[src/rtl/real_capture_pkg.sv]
// real_capture_pkg: state encoding shared by the real capture buffer
package real_capture_pkg;
  typedef enum logic [1:0] {IDLE = 2'd0, ARMED = 2'd1, CAPTURE = 2'd2, DONE = 2'd3} state_t;
endpackage

[src/rtl/real_capture_mem.sv]
// real_capture_mem: simple dual-port sample RAM with registered read (read-before-write, read register reset)
module real_capture_mem #(
  parameter int DEPTH_LOG2 = 2,
  parameter int WIDTH = 25
) (
  input  logic                  clk,
  input  logic                  rst,
  input  logic                  i_we,
  input  logic [DEPTH_LOG2-1:0] i_waddr,
  input  logic [WIDTH-1:0]      i_wdata,
  input  logic [DEPTH_LOG2-1:0] i_raddr,
  output logic [WIDTH-1:0]      o_rdata
);
  logic [WIDTH-1:0] r_mem [2**DEPTH_LOG2];
  always_ff @(posedge clk) begin
    if (i_we) r_mem[i_waddr] <= i_wdata;
  end
  always_ff @(posedge clk) begin
    o_rdata <= rst ? '0 : r_mem[i_raddr];
  end
endmodule

[src/rtl/real_capture_buffer.sv]
// real_capture_buffer: armed/triggered capture of DEPTH real samples; REAL_CAPTURE_OVF_EN adds sticky ovf output
module real_capture_buffer
  import real_capture_pkg::*;
#(
  parameter int DEPTH_LOG2 = 2,
  parameter int WIDTH = 25,
  parameter int EXPONENT = -16
) (
  input  logic                  clk,
  input  logic                  rst,
  input  logic [WIDTH-1:0]      in_data,
  input  logic                  in_valid,
  input  logic                  arm,
  input  logic                  trig,
  input  logic [DEPTH_LOG2-1:0] rd_addr,
  output logic [WIDTH-1:0]      rd_data,
  output logic                  done,
  output logic [DEPTH_LOG2:0]   wr_count
`ifdef REAL_CAPTURE_OVF_EN
  ,
  output logic                  ovf
`endif
);
  localparam int CW = DEPTH_LOG2 + 1;
  state_t r_state, w_next;
  logic [CW-1:0] r_cnt, w_next_cnt, w_cnt_inc;
  logic w_we, w_rearm;
  always_comb begin
    w_cnt_inc = r_cnt + CW'(1);
    w_rearm = arm && (r_state == IDLE || r_state == DONE);
    w_we = !rst && in_valid && ((r_state == ARMED && trig) || r_state == CAPTURE);
    w_next = w_rearm ? ARMED : w_we ? (w_cnt_inc == CW'(2**DEPTH_LOG2) ? DONE : CAPTURE) : r_state;
    w_next_cnt = w_rearm ? '0 : w_we ? w_cnt_inc : r_cnt;
  end
  always_ff @(posedge clk) begin
    if (rst) begin
      r_state <= IDLE;
      r_cnt <= '0;
    end else begin
      r_state <= w_next;
      r_cnt <= w_next_cnt;
    end
  end
  assign done = r_state == DONE;
  assign wr_count = r_cnt;
`ifdef REAL_CAPTURE_OVF_EN
  logic r_ovf;
  always_ff @(posedge clk) begin
    r_ovf <= (rst || arm) ? 1'b0 : (r_state == DONE && in_valid) ? 1'b1 : r_ovf;
  end
  assign ovf = r_ovf;
`endif
  real_capture_mem #(.DEPTH_LOG2(DEPTH_LOG2), .WIDTH(WIDTH)) u_mem (
    .clk(clk),
    .rst(rst),
    .i_we(w_we),
    .i_waddr(r_cnt[DEPTH_LOG2-1:0]),
    .i_wdata(in_data),
    .i_raddr(rd_addr),
    .o_rdata(rd_data)
  );
endmodule

[config.mk]
export PLATFORM = sky130hd
export DESIGN_NAME = real_capture_buffer
export DESIGN_NICKNAME = d
export VERILOG_FILES = /design/src/rtl/real_capture_pkg.sv /design/src/rtl/real_capture_mem.sv /design/src/rtl/real_capture_buffer.sv
export SDC_FILE = /design/constraint.sdc
export NUM_CORES = 1
export LEC_CHECK = 0
export CORE_MARGIN = 2
export CORE_UTILIZATION = 30
export DETAILED_ROUTE_END_ITERATION = 6
export PLACE_DENSITY = 0.53
export SYNTH_ARGS = -nofsm -noshare
export SYNTH_HDL_FRONTEND = slang
export SYNTH_SLANG_ARGS = --single-unit
[constraint.sdc]
create_clock -name clk -period 3.14 [get_ports clk]
set_clock_uncertainty 0.15 [all_clocks]
set_input_delay 0.628 -clock clk [delete_from_list [all_inputs] [get_ports clk]]
set_output_delay 0.628 -clock clk [all_outputs]
set_load 0.05 [all_outputs]
==> key figures, run 1 <==
Timing
  • Final Max Tran Viols: 0
  • FMAX: 394.4 MHz
  • RSZ-0062 raised after global routing: no
  • Final setup viols: 0
  • Share of the cycle needed by the critical path after routing: 0.8075
  • Setup TNS: 0 ns
  • Final hold vios: 0
  • Fin crit period: 2.536 ns
  • Actual slew at the worst max-slew pin: 0.6664 ns
  • Relative slew slack: 0.5557

Power and ir drop
  • Cell Pwr Density: 676.9 mW/mm^2
  • Combinational share of power: 0.058
  • Seq pwr share: 0.452
  • Maximum vdd ir drop: 362.5 uV
  • Leakage power: 2.088 nW
  • Total power: 4.170 mW
  • Switching share of power: 0.2059
  • Clk pwr share: 0.491
  • Switching power: 0.8583 mW
  • Pint: 3.311 mW

Clock network
  • TritonCTS clock tree: done
  • Clk sinks: 130
  • Root buf cell: clkbuf_16
  • Hold buffer count at cts: 0
  • Worst-Skew Late Latency: 0.41 ns
  • Clock-pin slew on the worst setup and hold paths: 0.06 ns
  • Cts repair resizes: 0
  • Postcts setup bufs: 0
  • H-tree levels: 4
  • Maximum clock path buffer count: 2
  • Cts bufs inserted: 17

GRT
  • GR Util met1: 0.1432
  • GRT Max-Usage Layer: met2
  • Largest net degree at the start of global routing: 26
  • M3 GR Usage: 0.03950
  • Antenna violations before repair: 0
  • First-pass GRT wire length: 13,050 um
  • Vias in the first global route: 2,398
  • GRT Total Usage: 0.1106
  • Total congestion overflow: 0
  • Grt met2 use: 0.1683

Routing
  • Drt pass-1 iters: 4
  • DRT Wirelength: 8306 um
  • Vias: 2,257
  • Antenna violation net count after detailed routing: 0
  • 1st-iter DRT viols: 162
  • WL per Instance: 16.42 um
  • DR DRC count: 0
  • Via-per-instance ratio: 4.460

Synthesis
  • Yosys cell types: 25
  • Synthesized area per cell: 20.47 um^2
  • Ys Warns: 0
  • Post-Syn Instances: 227
  • Seq/Total Area, Yosys: 0.7757
  • Seq cells post-synth: 130
  • Mapped Area: 0.004646 mm^2
  • Syn nets: 267

Hold path
  • Min-delay worst type: reg -> reg
  • Hold path cells: 2
  • Hold endpoint: wr_count[2]
  • Hold_sp: wr_count[2]

Die
  • Initial Util: 0.3067
  • Core outline area: 0.01515 mm^2
  • # IOs: 61
  • FP Rows: 45
  • Die width: 128.4 um
  • Die height: 128.4 um
  • Full die area: 0.01650 mm^2

Placement
  • Post-DP HPWL: 5005 um
  • Placed Area: 0.005524 mm^2
  • GPL Wtd Cong: 0.7122
  • IO buf count: 60
  • Placed Cells: 474

Worst setup path
  • Setup crit start: r_state[0]
  • CP required: 2.36 ns
  • R2R Path Start: r_state[0]
  • Arrival time worst endpoint: 1.76 ns
  • Reg-to-Reg End: u_mem.r_mem[2][17]
  • Reg2Reg Setup Slack: 1.29 ns
  • Crit path kind: reg -> out
  • Crit. End Element: primary output
  • Max FO, Critical Path: 4
  • Crit start category: flip-flop
  • FF-to-FF path depth: 4

Final layout
  • Layout cells sized above 1: 0.2233
  • Syn-to-layout area delta: 32.59%
  • Design Area, Final: 0.006160 mm^2
  • Final non-filler cell total: 506
  • Diodes inserted: 0
  • Nets: 345

Job
  • Number of max-cap violations: 0

Run status
  • Status: complete, no violations
[cells in the mapped netlist]
library cell | instances | area (um^2)
a21oi_1 | 5 | 25.02
nand2b_1 | 2 | 12.51
nand3_1 | 2 | 10.01
buf_1 | 1 | 3.750
mux4_2 | 25 | 563.0
nor2_1 | 1 | 3.750
nor3_1 | 1 | 5.000
and3_1 | 3 | 18.77
clkbuf_1 | 2 | 7.510
o31ai_1 | 1 | 7.510
or4_1 | 1 | 7.510
nor2b_1 | 26 | 162.7
dfxtp_1 | 30 | 600.6
edfxtp_1 | 100 | 3003
inv_1 | 5 | 18.77
xor2_1 | 1 | 8.760
ha_1 | 8 | 100.1
nand4_1 | 1 | 6.260
a21o_1 | 1 | 7.510
o21ai_0 | 3 | 15.01
buf_2 | 2 | 10.01
a31oi_1 | 1 | 6.260
buf_6 | 3 | 33.78
clkbuf_2 | 1 | 5.000
nand2_1 | 1 | 3.750
[sequential cells by signal, indices dropped and copies added, names as in the netlist]
signal and count:
r_state 2, u_mem.o_rdata 25, u_mem.r_mem 100, wr_count 3
[critical path, stage by stage (launching register included)]
cell and delay [ns]:
dfxtp_1 0.39, ha_1 0.17, clkdlybuf4s50_1 0.79
[metal layers]
metal / wire (um) / part of all wire / vias to the layer above
met5: 0 / 0 / -
met4: 147 / 0.018 / 0
met3: 424 / 0.051 / 16
met2: 3912 / 0.47 / 64
met1: 3822 / 0.46 / 1135
li1: - / - / 1042
[metrics by stage]
step	util	hold WS, ns	worst slack [ns]
2_1_floorplan	-	0.3379	0.4950
4_1_cts	0.4067	0.3796	0.5799
5_1_grt	0.4067	0.4040	0.5361
3_5_place_dp	0.3647	0.3710	0.5608
3_3_place_gp	0.3647	0.3698	0.5589
6_report	0.4067	0.3742	0.6044
[power groups by stage]
stage               Clock (mW)  Sequential, mW  Combinational [mW]
floorplan                    0            1.98              0.0770
global placement             0            1.92               0.245
global route              2.17            1.89               0.259
CTS                       2.09            1.88               0.246
finish                    2.05            1.88               0.240
detailed placement           0            1.92               0.245
[layout make-up]
type                       instances  area [um^2]
fill                            1330         8986
timing repair buffer              68        688.2
tap                              188        235.2
sequential                       130         3603
clock buffer                      21        514.2
inverter                           5        18.77
multi-input combinational         83        978.4
clock inverter                    11        121.4
[cells by family (layout without fill, tap and decap cells)]
group,count (synthesis),count (layout),share of synthesized area
flip-flops,130,130,0.7757
buffers and inverters,14,105,0.01697
AO/OA/AOI/OAI,11,11,0.01320
AND/OR/NAND/NOR,38,38,0.04956
adder cells (fa/ha/maj),8,8,0.02155
multiplexers,25,25,0.1212
XOR/XNOR,1,1,0.001886
[cells in the final DEF, fill, tap and decap left out]
master,count
nor2b_1,26
o31ai_1,1
xor2_1,1
a31oi_1,1
buf_4,5
ha_1,8
mux4_2,25
clkinv_2,4
clkdlybuf4s50_1,58
buf_2,2
a21oi_1,5
clkinv_4,3
a21o_1,1
edfxtp_1,100
nor2_1,1
nand4_1,1
bufinv_16,2
nand3_1,2
inv_1,5
buf_12,3
nor3_4,1
o21ai_0,3
or4_1,1
nand2_1,1
dfxtp_1,30
clkbuf_8,1
clkbuf_16,20
clkinvlp_4,2
and3_2,3
nand2b_1,2
[worst max-delay path by stage]
stage,end,slack (ns),cells after the start
global route,done,0.54,2
CTS,done,0.58,2
global placement,u_mem.r_mem[2][10],0.56,4
floorplan,u_mem.r_mem[3][0],0.49,3
finish,done,0.60,2
detailed placement,u_mem.r_mem[2][4],0.56,4
(Power assumes the default switching activity.)
==> run 2, diff against run 1 <==
==> constraint.sdc (replaced) <==
create_clock -name clk -period 2.3 [get_ports clk]
set_clock_uncertainty 0.15 [all_clocks]
set_input_delay 0.46 -clock clk [delete_from_list [all_inputs] [get_ports clk]]
set_output_delay 0.46 -clock clk [all_outputs]
set_load 0.05 [all_outputs]
==> run 2 against run 1 <==
Non-clock buffer count increased by 5. Sequential share of layout area decreased by 0.81 points. Register-to-register slack worse by 0.72 ns. First-iteration DRC count is 8.0% higher. Clock power is 42% higher. Critical path depth decreased by 1. Total power is 40% higher. Critical endpoint is now wr_count[2]. Highest routed layer unchanged.
==> key figures, run 2 (synthesis gave the netlist of run 1 again) <==
Worst setup path
  • Reg-to-Reg End: u_mem.r_mem[1][17]
  • FF-to-FF path depth: 5
  • Buf/Inv on CP: 1
  • Reg2Reg Setup Slack: 0.57 ns
  • Crit. End Element: primary output
  • R2R Path Start: r_state[1]
  • Crit start category: flip-flop
  • Slowest stage delay, CP: 0.82 ns
  • Max FO, Critical Path: 4
  • Arrival time worst endpoint: 1.61 ns
  • CP required: 1.69 ns
  • Crit-path cells: clkdlybuf4s50_1
  • Crit path kind: reg -> out
  • Crit path max-delay family: buffers and inverters
  • Worst path slowest cell: clkdlybuf4s50_1
  • Critical path depth in cells: 1

Routing
  • DRT Wirelength: 8494 um
  • Vias: 2,246
  • Drt pass-1 iters: 4
  • Antenna violation net count after detailed routing: 0
  • WL per Instance: 16.62 um
  • 1st-iter DRT viols: 175
  • DR DRC count: 0
  • Via-per-instance ratio: 4.395

Timing
  • Actual slew at the worst max-slew pin: 0.5221 ns
  • Share of the cycle needed by the critical path after routing: 0.9666
  • Fin crit period: 2.223 ns
  • Setup TNS: 0 ns
  • FMAX: 449.8 MHz
  • Final hold vios: 0
  • Final Max Tran Viols: 0
  • Final setup viols: 0
  • Relative slew slack: 0.6508
  • RSZ-0062 raised after global routing: no

Final layout
  • Fill count: 1,309
  • Top reg by flops: u_mem.r_mem
  • Diodes inserted: 0
  • Syn-to-layout area delta: 34.45%
  • Max FFs per register: 100
  • Most frequent cells in the layout: edfxtp_1 (100), clkdlybuf4s50_1 (56), dfxtp_1 (30)
  • Most common cell after layout, fill and taps aside: edfxtp_1
  • Layout cells sized above 1: 0.2322
  • Utilization after layout: 0.4124
  • Nets: 350

Clock network
  • Maximum clock path buffer count: 2
  • TritonCTS clock tree: done
  • Clock-pin slew on the worst setup and hold paths: 0.05 ns
  • Cts bufs inserted: 17
  • Hold buffer count at cts: 0
  • Worst-Skew Late Latency: 0.41 ns
  • H-tree levels: 4
  • Clk sinks: 130
  • Root buf cell: clkbuf_16
  • Postcts setup bufs: 0

GRT
  • Largest net degree at the start of global routing: 26
  • Vias in the first global route: 2,460
  • GRT Total Usage: 0.1126
  • Total congestion overflow: 0
  • Antenna violations before repair: 0
  • First-pass GRT wire length: 13,450 um

Hold path
  • Hold_sp: wr_count[2]
  • Hold endpoint: wr_count[2]
  • Hold path cells: 2
  • Min-delay worst type: reg -> reg

Die
  • FP Rows: 45
  • Die height: 128.4 um
  • Full die area: 0.01650 mm^2
  • Initial Util: 0.3067
  • Core outline area: 0.01515 mm^2
  • Die width: 128.4 um
  • # IOs: 61

Placement
  • IO buf count: 60
  • GPL Wtd Cong: 0.6725
  • Post-DP HPWL: 5283 um

Run status
  • Status: complete, no violations

Power and ir drop
  • Total power: 5.824 mW
  • Maximum vdd ir drop: 546.7 uV
  • Leakage power: 2.137 nW
  • Cell Pwr Density: 932.4 mW/mm^2

Job
  • Number of max-cap violations: 0
[run 2: power breakdown]
| part | switching, mW | internal, mW |
|---|---|---|
| Combinational | 0.186 | 0.151 |
| Clock | 0.966 | 1.95 |
| Sequential | 0.00919 | 2.56 |
| Total | 1.16 | 4.66 |
[run 2: layer usage]
layer | GRT usage | share of wire | vias up
li1 | - | - | 1053
met1 | 0.1385 | 0.45 | 1126
met2 | 0.1780 | 0.48 | 52
met3 | 0.04075 | 0.050 | 15
met4 | 0.05236 | 0.016 | 0
met5 | 0 | 0 | -
[run 2: worst reg2reg max path: stages (launching register included)]
cell and delay [ns]:
dfxtp_1 0.38, inv_1 0.07, ha_1 0.20, a21o_1 0.23
and3_2 0.27, buf_4 0.19
[run 2: worst max-delay path by stage]
stage / slack, ns / from / to
floorplan: 0.009 / wr_count[1] / u_mem.r_mem[3][0]
global placement: 0.15 / in_valid / u_mem.r_mem[2][21]
detailed placement: 0.14 / in_valid / u_mem.r_mem[1][6]
CTS: 0.04 / wr_count[2] / wr_count[2]
global route: 0.02 / wr_count[2] / wr_count[2]
finish: 0.08 / wr_count[2] / wr_count[2]
[run 2: repair_timing]
item,in CTS,in global routing
gates resized for setup,2,0
hold endpoints to repair,0,0
setup endpoints to repair,2,0
[run 2: through the flow]
step	std cells	hold slack (ns)	area (um^2)	worst slack, ns
2_1_floorplan	227	0.3379	4657	0.008866
3_5_place_dp	479	0.3744	5599	0.1405
4_1_cts	511	0.3868	6246	0.03739
3_3_place_gp	479	0.3563	5599	0.1493
5_1_grt	511	0.3940	6246	0.01788
6_report	511	0.3743	6246	0.07683
[run 2: layout make-up]
class,count,area [um^2],area share
Timing Repair Buffer,73,760.7,0.1218
Multi-Input combinational cell,83,978.4,0.1567
Tap cell,188,235.2,0.03766
Clock buffer,19,442.9,0.07091
Clock inverter,13,206.4,0.03305
Sequential cell,130,3603,0.5769
Inverter,5,18.77,0.003005
==> run 3, diff against run 2 <==
--- a/config.mk
+++ b/config.mk
@@ -9,6 +9,7 @@
 export CORE_UTILIZATION = 30
 export DETAILED_ROUTE_END_ITERATION = 6
 export PLACE_DENSITY = 0.53
+export SETUP_SLACK_MARGIN = 0.05
 export SYNTH_ARGS = -nofsm -noshare
 export SYNTH_HDL_FRONTEND = slang
 export SYNTH_SLANG_ARGS = --single-unit
==> run 3 against run 2 <==
Clock-buffer cell count fell by 2. Maximum frequency up 4.2%. Combinational power about the same. Critical path type unchanged. Largest power group unchanged.
==> key figures, run 3 (synthesis gave the netlist of run 1 again) <==
Final layout
  • Design Area, Final: 0.006286 mm^2
  • Multi-input gate area: 978.4 um^2
  • Layout cells sized above 1: 0.2415
  • Utilization after layout: 0.4150
  • Most common cell after layout, fill and taps aside: edfxtp_1
  • Max FFs per register: 100
  • Most frequent cells in the layout: edfxtp_1 (100), clkdlybuf4s50_1 (54), dfxtp_1 (28)
  • Nets: 350
  • Fill count: 1,340
  • Top reg by flops: u_mem.r_mem
  • Diodes inserted: 0
  • Register area: 0.003606 mm^2
  • Syn-to-layout area delta: 35.31%

Routing
  • Via-per-instance ratio: 4.384
  • Vias: 2,240
  • Antenna violation net count after detailed routing: 0
  • WL per Instance: 16.87 um
  • 1st-iter DRT viols: 133
  • Drt pass-1 iters: 4
  • DR DRC count: 0
  • DRT Wirelength: 8623 um

GRT
  • Antenna violations before repair: 0
  • First-pass GRT wire length: 13,360 um
  • Largest net degree at the start of global routing: 26
  • GRT Total Usage: 0.1147
  • Total congestion overflow: 0
  • Vias in the first global route: 2,422

Placement
  • Post-DP HPWL: 5492 um
  • Placed Area: 0.005624 mm^2
  • GPL Wtd Cong: 0.7128
  • Setup WS pre-CTS: 0.1150 ns
  • IO buf count: 60

Timing
  • Actual slew at the worst max-slew pin: 0.5227 ns
  • FMAX: 468.6 MHz
  • Setup TNS: 0 ns
  • Final worst setup slack: 0.1659 ns
  • Share of the cycle needed by the critical path after routing: 0.9279
  • Final setup viols: 0
  • Final Max Tran Viols: 0
  • Relative slew slack: 0.6515
  • Final hold vios: 0
  • Fin crit period: 2.134 ns
  • RSZ-0062 raised after global routing: no

Job
  • Number of max-cap violations: 0

Worst setup path
  • Buf/Inv on CP: 1
  • Crit start category: flip-flop
  • Slowest stage delay, CP: 0.80 ns
  • Crit. End Element: primary output
  • Crit path max-delay family: buffers and inverters
  • Worst path slowest cell: clkdlybuf4s50_1
  • Max FO, Critical Path: 1
  • Crit path kind: reg -> out
  • Crit-path cells: clkdlybuf4s50_1
  • Arrival time worst endpoint: 1.52 ns
  • CP required: 1.69 ns

Power and ir drop
  • Switching power: 1.179 mW
  • Clk pwr share: 0.508
  • Switching share of power: 0.1992
  • Seq pwr share: 0.435
  • Pint: 4.738 mW
  • Combinational share of power: 0.057
  • Leakage power: 2.173 nW
  • Maximum vdd ir drop: 587.8 uV
  • Cell Pwr Density: 941.3 mW/mm^2

Die
  • Die height: 128.4 um
  • # IOs: 61
  • Full die area: 0.01650 mm^2
  • Die width: 128.4 um
  • Initial Util: 0.3067
  • FP Rows: 45
  • Core outline area: 0.01515 mm^2

Clock network
  • TritonCTS clock tree: done
  • Postcts setup bufs: 0
  • H-tree levels: 4
  • Clock-pin slew on the worst setup and hold paths: 0.06 ns
  • Clk sinks: 130
  • Cts bufs inserted: 17
  • Root buf cell: clkbuf_16
  • Worst-Skew Late Latency: 0.41 ns
  • Maximum clock path buffer count: 2

Run status
  • Status: complete, no violations

Hold path
  • Min-delay worst type: reg -> reg
-- run 3: repair_timing --
| action | in CTS | in global routing |
|---|---|---|
| setup endpoints to repair | 2 | 1 |
| hold buffers | 0 | 0 |
| pin swaps | 0 | 0 |
| resized for setup | 2 | 1 |
| hold endpoints to repair | 0 | 0 |
-- run 3: layer usage --
metal | up-vias | wire [um] | GRT usage | part of all wire
met5 | - | 0 | 0 | 0
met4 | 0 | 150 | 0.06593 | 0.017
met3 | 9 | 348 | 0.03701 | 0.040
met2 | 51 | 4396 | 0.1902 | 0.51
met1 | 1128 | 3726 | 0.1311 | 0.43
li1 | 1052 | - | - | -
-- run 3: power by group through the flow --
| stage | Clock (mW) | Sequential [mW] | Combinational (mW) |
|---|---|---|---|
| 3_3_place_gp | 0 | 2.62 | 0.342 |
| 3_5_place_dp | 0 | 2.62 | 0.345 |
| 6_report | 3.01 | 2.57 | 0.339 |
| 5_1_grt | 3.19 | 2.57 | 0.362 |
| 4_1_cts | 3.09 | 2.57 | 0.346 |
| 2_1_floorplan | 0 | 2.71 | 0.106 |
-- run 3: final cells by class --
| class | instances | share of cell area |
|---|---|---|
| Clock inverter | 15 | 0.03762 |
| Timing Repair Buffer | 73 | 0.1250 |
| Sequential cell | 130 | 0.5736 |
| Inverter | 5 | 0.002986 |
| Clock buffer | 17 | 0.06768 |
| Tap cell | 188 | 0.03742 |
| Multi-Input combinational cell | 83 | 0.1557 |
-- run 3: final timing paths --
kind	depth (start not counted)	end	slack, ns	from
worst min-delay path	2	wr_count[2]	0.37	wr_count[2]
worst min register to register	2	wr_count[2]	0.37	wr_count[2]
worst max-delay path	1	rd_data[8]	0.17	u_mem.o_rdata[8]
worst max register to register	5	u_mem.r_mem[3][19]	0.53	r_state[0]
-- run 3: per-stage QoR --
step | total power, mW | std cells | hold slack (ns)
4_1_cts | 6.007 | 511 | 0.3608
3_3_place_gp | 2.961 | 479 | 0.3555
3_5_place_dp | 2.965 | 479 | 0.3535
6_report | 5.917 | 511 | 0.3703
5_1_grt | 6.126 | 511 | 0.3740
2_1_floorplan | 2.811 | 227 | 0.3379
==> variant (settings of run 1) <==
Register the output `rd_data`, with the module's reset; this adds one clock of latency there. The other outputs are not delayed to match.
--- a/src/rtl/real_capture_buffer.sv
+++ b/src/rtl/real_capture_buffer.sv
@@ -22,6 +22,8 @@
 `endif
 );
   localparam int CW = DEPTH_LOG2 + 1;
+
+  logic [WIDTH-1:0] rd_data_d;
   state_t r_state, w_next;
   logic [CW-1:0] r_cnt, w_next_cnt, w_cnt_inc;
   logic w_we, w_rearm;
@@ -57,7 +59,15 @@
     .i_waddr(r_cnt[DEPTH_LOG2-1:0]),
     .i_wdata(in_data),
     .i_raddr(rd_addr),
-    .o_rdata(rd_data)
+    .o_rdata(rd_data_d)
   );
+  always_ff @(posedge clk) begin
+    if (rst) begin
+      rd_data <= '0;
+    end else begin
+      rd_data <= rd_data_d;
+    end
+  end
+
 endmodule
 
Behaviour: not the same (Yosys sat finds a counterexample within 4 cycles, from zero or initial values and one cycle with rst high).
==> variant against run 1 <==
- routed wire length up 12%
- sequential cell count up 25
- total power up 4.0%
- sequential power up 18%
- die area up 14%
- non-clock buffer count unchanged
- first-iteration DRC count down 19%
- critical path depth unchanged
- core utilization down 1.7 points
- setup slack worse by 8.9 ps
- area after synthesis up 15%
- final area up 9.7%
- global-route usage down 0.12 points
==> variant: results (changes against run 1) <==
Syn-to-layout area delta 26.8%; Post-synth top cells 100 x edfxtp_1, 55 x dfxtp_1, 51 x nor2b_1, 25 x mux4_2, 8 x ha_1; Post-Syn Instances 280 (+23%); switching share of power 20.1% (-0.45 points); clock-cell share of area 8.15% (-2.2 points); multi-input combinational cell count 108 (+30%); area of the multi-input gates 1140 µm² (+17%); Post-Place Cells 561 (+18%); vias in the first global route 2734 (+14%); post-synthesis net count 320 (+20%); GRT Util Overall 10.9% (-0.12 points); GR Util met3 4.34% (+0.39 points); gpl congestion 0.702 (-1.5%); biggest area contributors in the synthesized netlist edfxtp_1 56%, dfxtp_1 21%, mux4_2 11%; total half-perimeter wirelength after legalization and detailed placement 5640 µm (+13%); total number of vias 2544 (+13%); minimum setup slack after placement 616 ps (+54.9 ps); mux cell area share after synthesis 10.6% (-1.6 points); number of design-rule violations left by the first detailed-router iteration 132 (-19%); xor and xnor fraction of the mapped netlist area 0.164% (-0.024 points); cell area reported after detailed placement 6200 µm² (+12%); worst vdd ir 0.356 mV (-1.9%); share of synthesized registers carrying an async set or reset 0% (unchanged); M2 GR Usage 17.0% (+0.19 points); layout net count 395 (+14%); Seq/Total Area, Yosys 77.0% (-0.55 points); NetSw 873 µW (+1.7%); first-pass GRT wire length 14700 µm (+12%); count of clock-net buffers in the final layout 25 (+19%); relative slew slack 52.9% (-2.7 points); footprint of the flip-flops and latches 4100 µm² (+14%); met1 routing resource usage after global routing 13.5% (-0.86 points); mean routed wirelength per cell 15.8 µm (-4.0%); outcome completed; Setup Buffers After CTS 0 (unchanged); Filler Cell Count 1593 (+20%); pin count of the biggest net entering global routing 39 (+50%); number of sinks on the clock net 155 (+19%); Comb group 232 µW (-3%); met1 layer wirelength in the final routing 4230 µm (+11%); met3 wire len 494 µm (+17%); DR vias/cell 4.29 (-3.8%); share of synthesized cell area in full adder, half adder and majority cells 1.88% (-0.28 points); Hold Path Origin u_mem.o_rdata[1]$_SDFF_PP0_; Static Leak 0.00231 µW (+11%); source of the critical timing path r_state[1]$_SDFFE_PP0P_; P_clk 1890 µW (-8%); met2 routed wirelength 4510 µm (+15%)
[variant: cell types whose count changed after synthesis]
cell	change
nand2b_4	+1
nor2b_1	+25
buf_1	-1
clkbuf_1	+3
dfxtp_1	+25
nand2b_1	-1
buf_6	+1
[variant: kinds of logic after synthesis]
| group | count (synthesis) |
|---|---|
| DFF | 155 |
| buffers and inverters | 17 |
| muxes | 25 |
| AOI/OAI and AO/OA | 11 |
| adders and majority gates | 8 |
| xor gates and xnor gates | 1 |
| and+or+nand+nor | 63 |
[variant: path summary, 6_finish.rpt]
| check | to | slack, ps | cells after the start |
|---|---|---|---|
| setup reg to reg | u_mem.r_mem[1][22]$_DFFE_PP_ | 1260 | 4 |
| hold reg to reg | rd_data[1]$_SDFF_PP0_ | 290 | 1 |
| setup / recovery | done | 600 | 2 |
| hold / removal | rd_data[1]$_SDFF_PP0_ | 290 | 1 |
[variant: worst max-delay path, cell delays in order (launching register included)]
cell and delay [ps]:
dfxtp_1 380, ha_1 180, clkdlybuf4s50_1 800
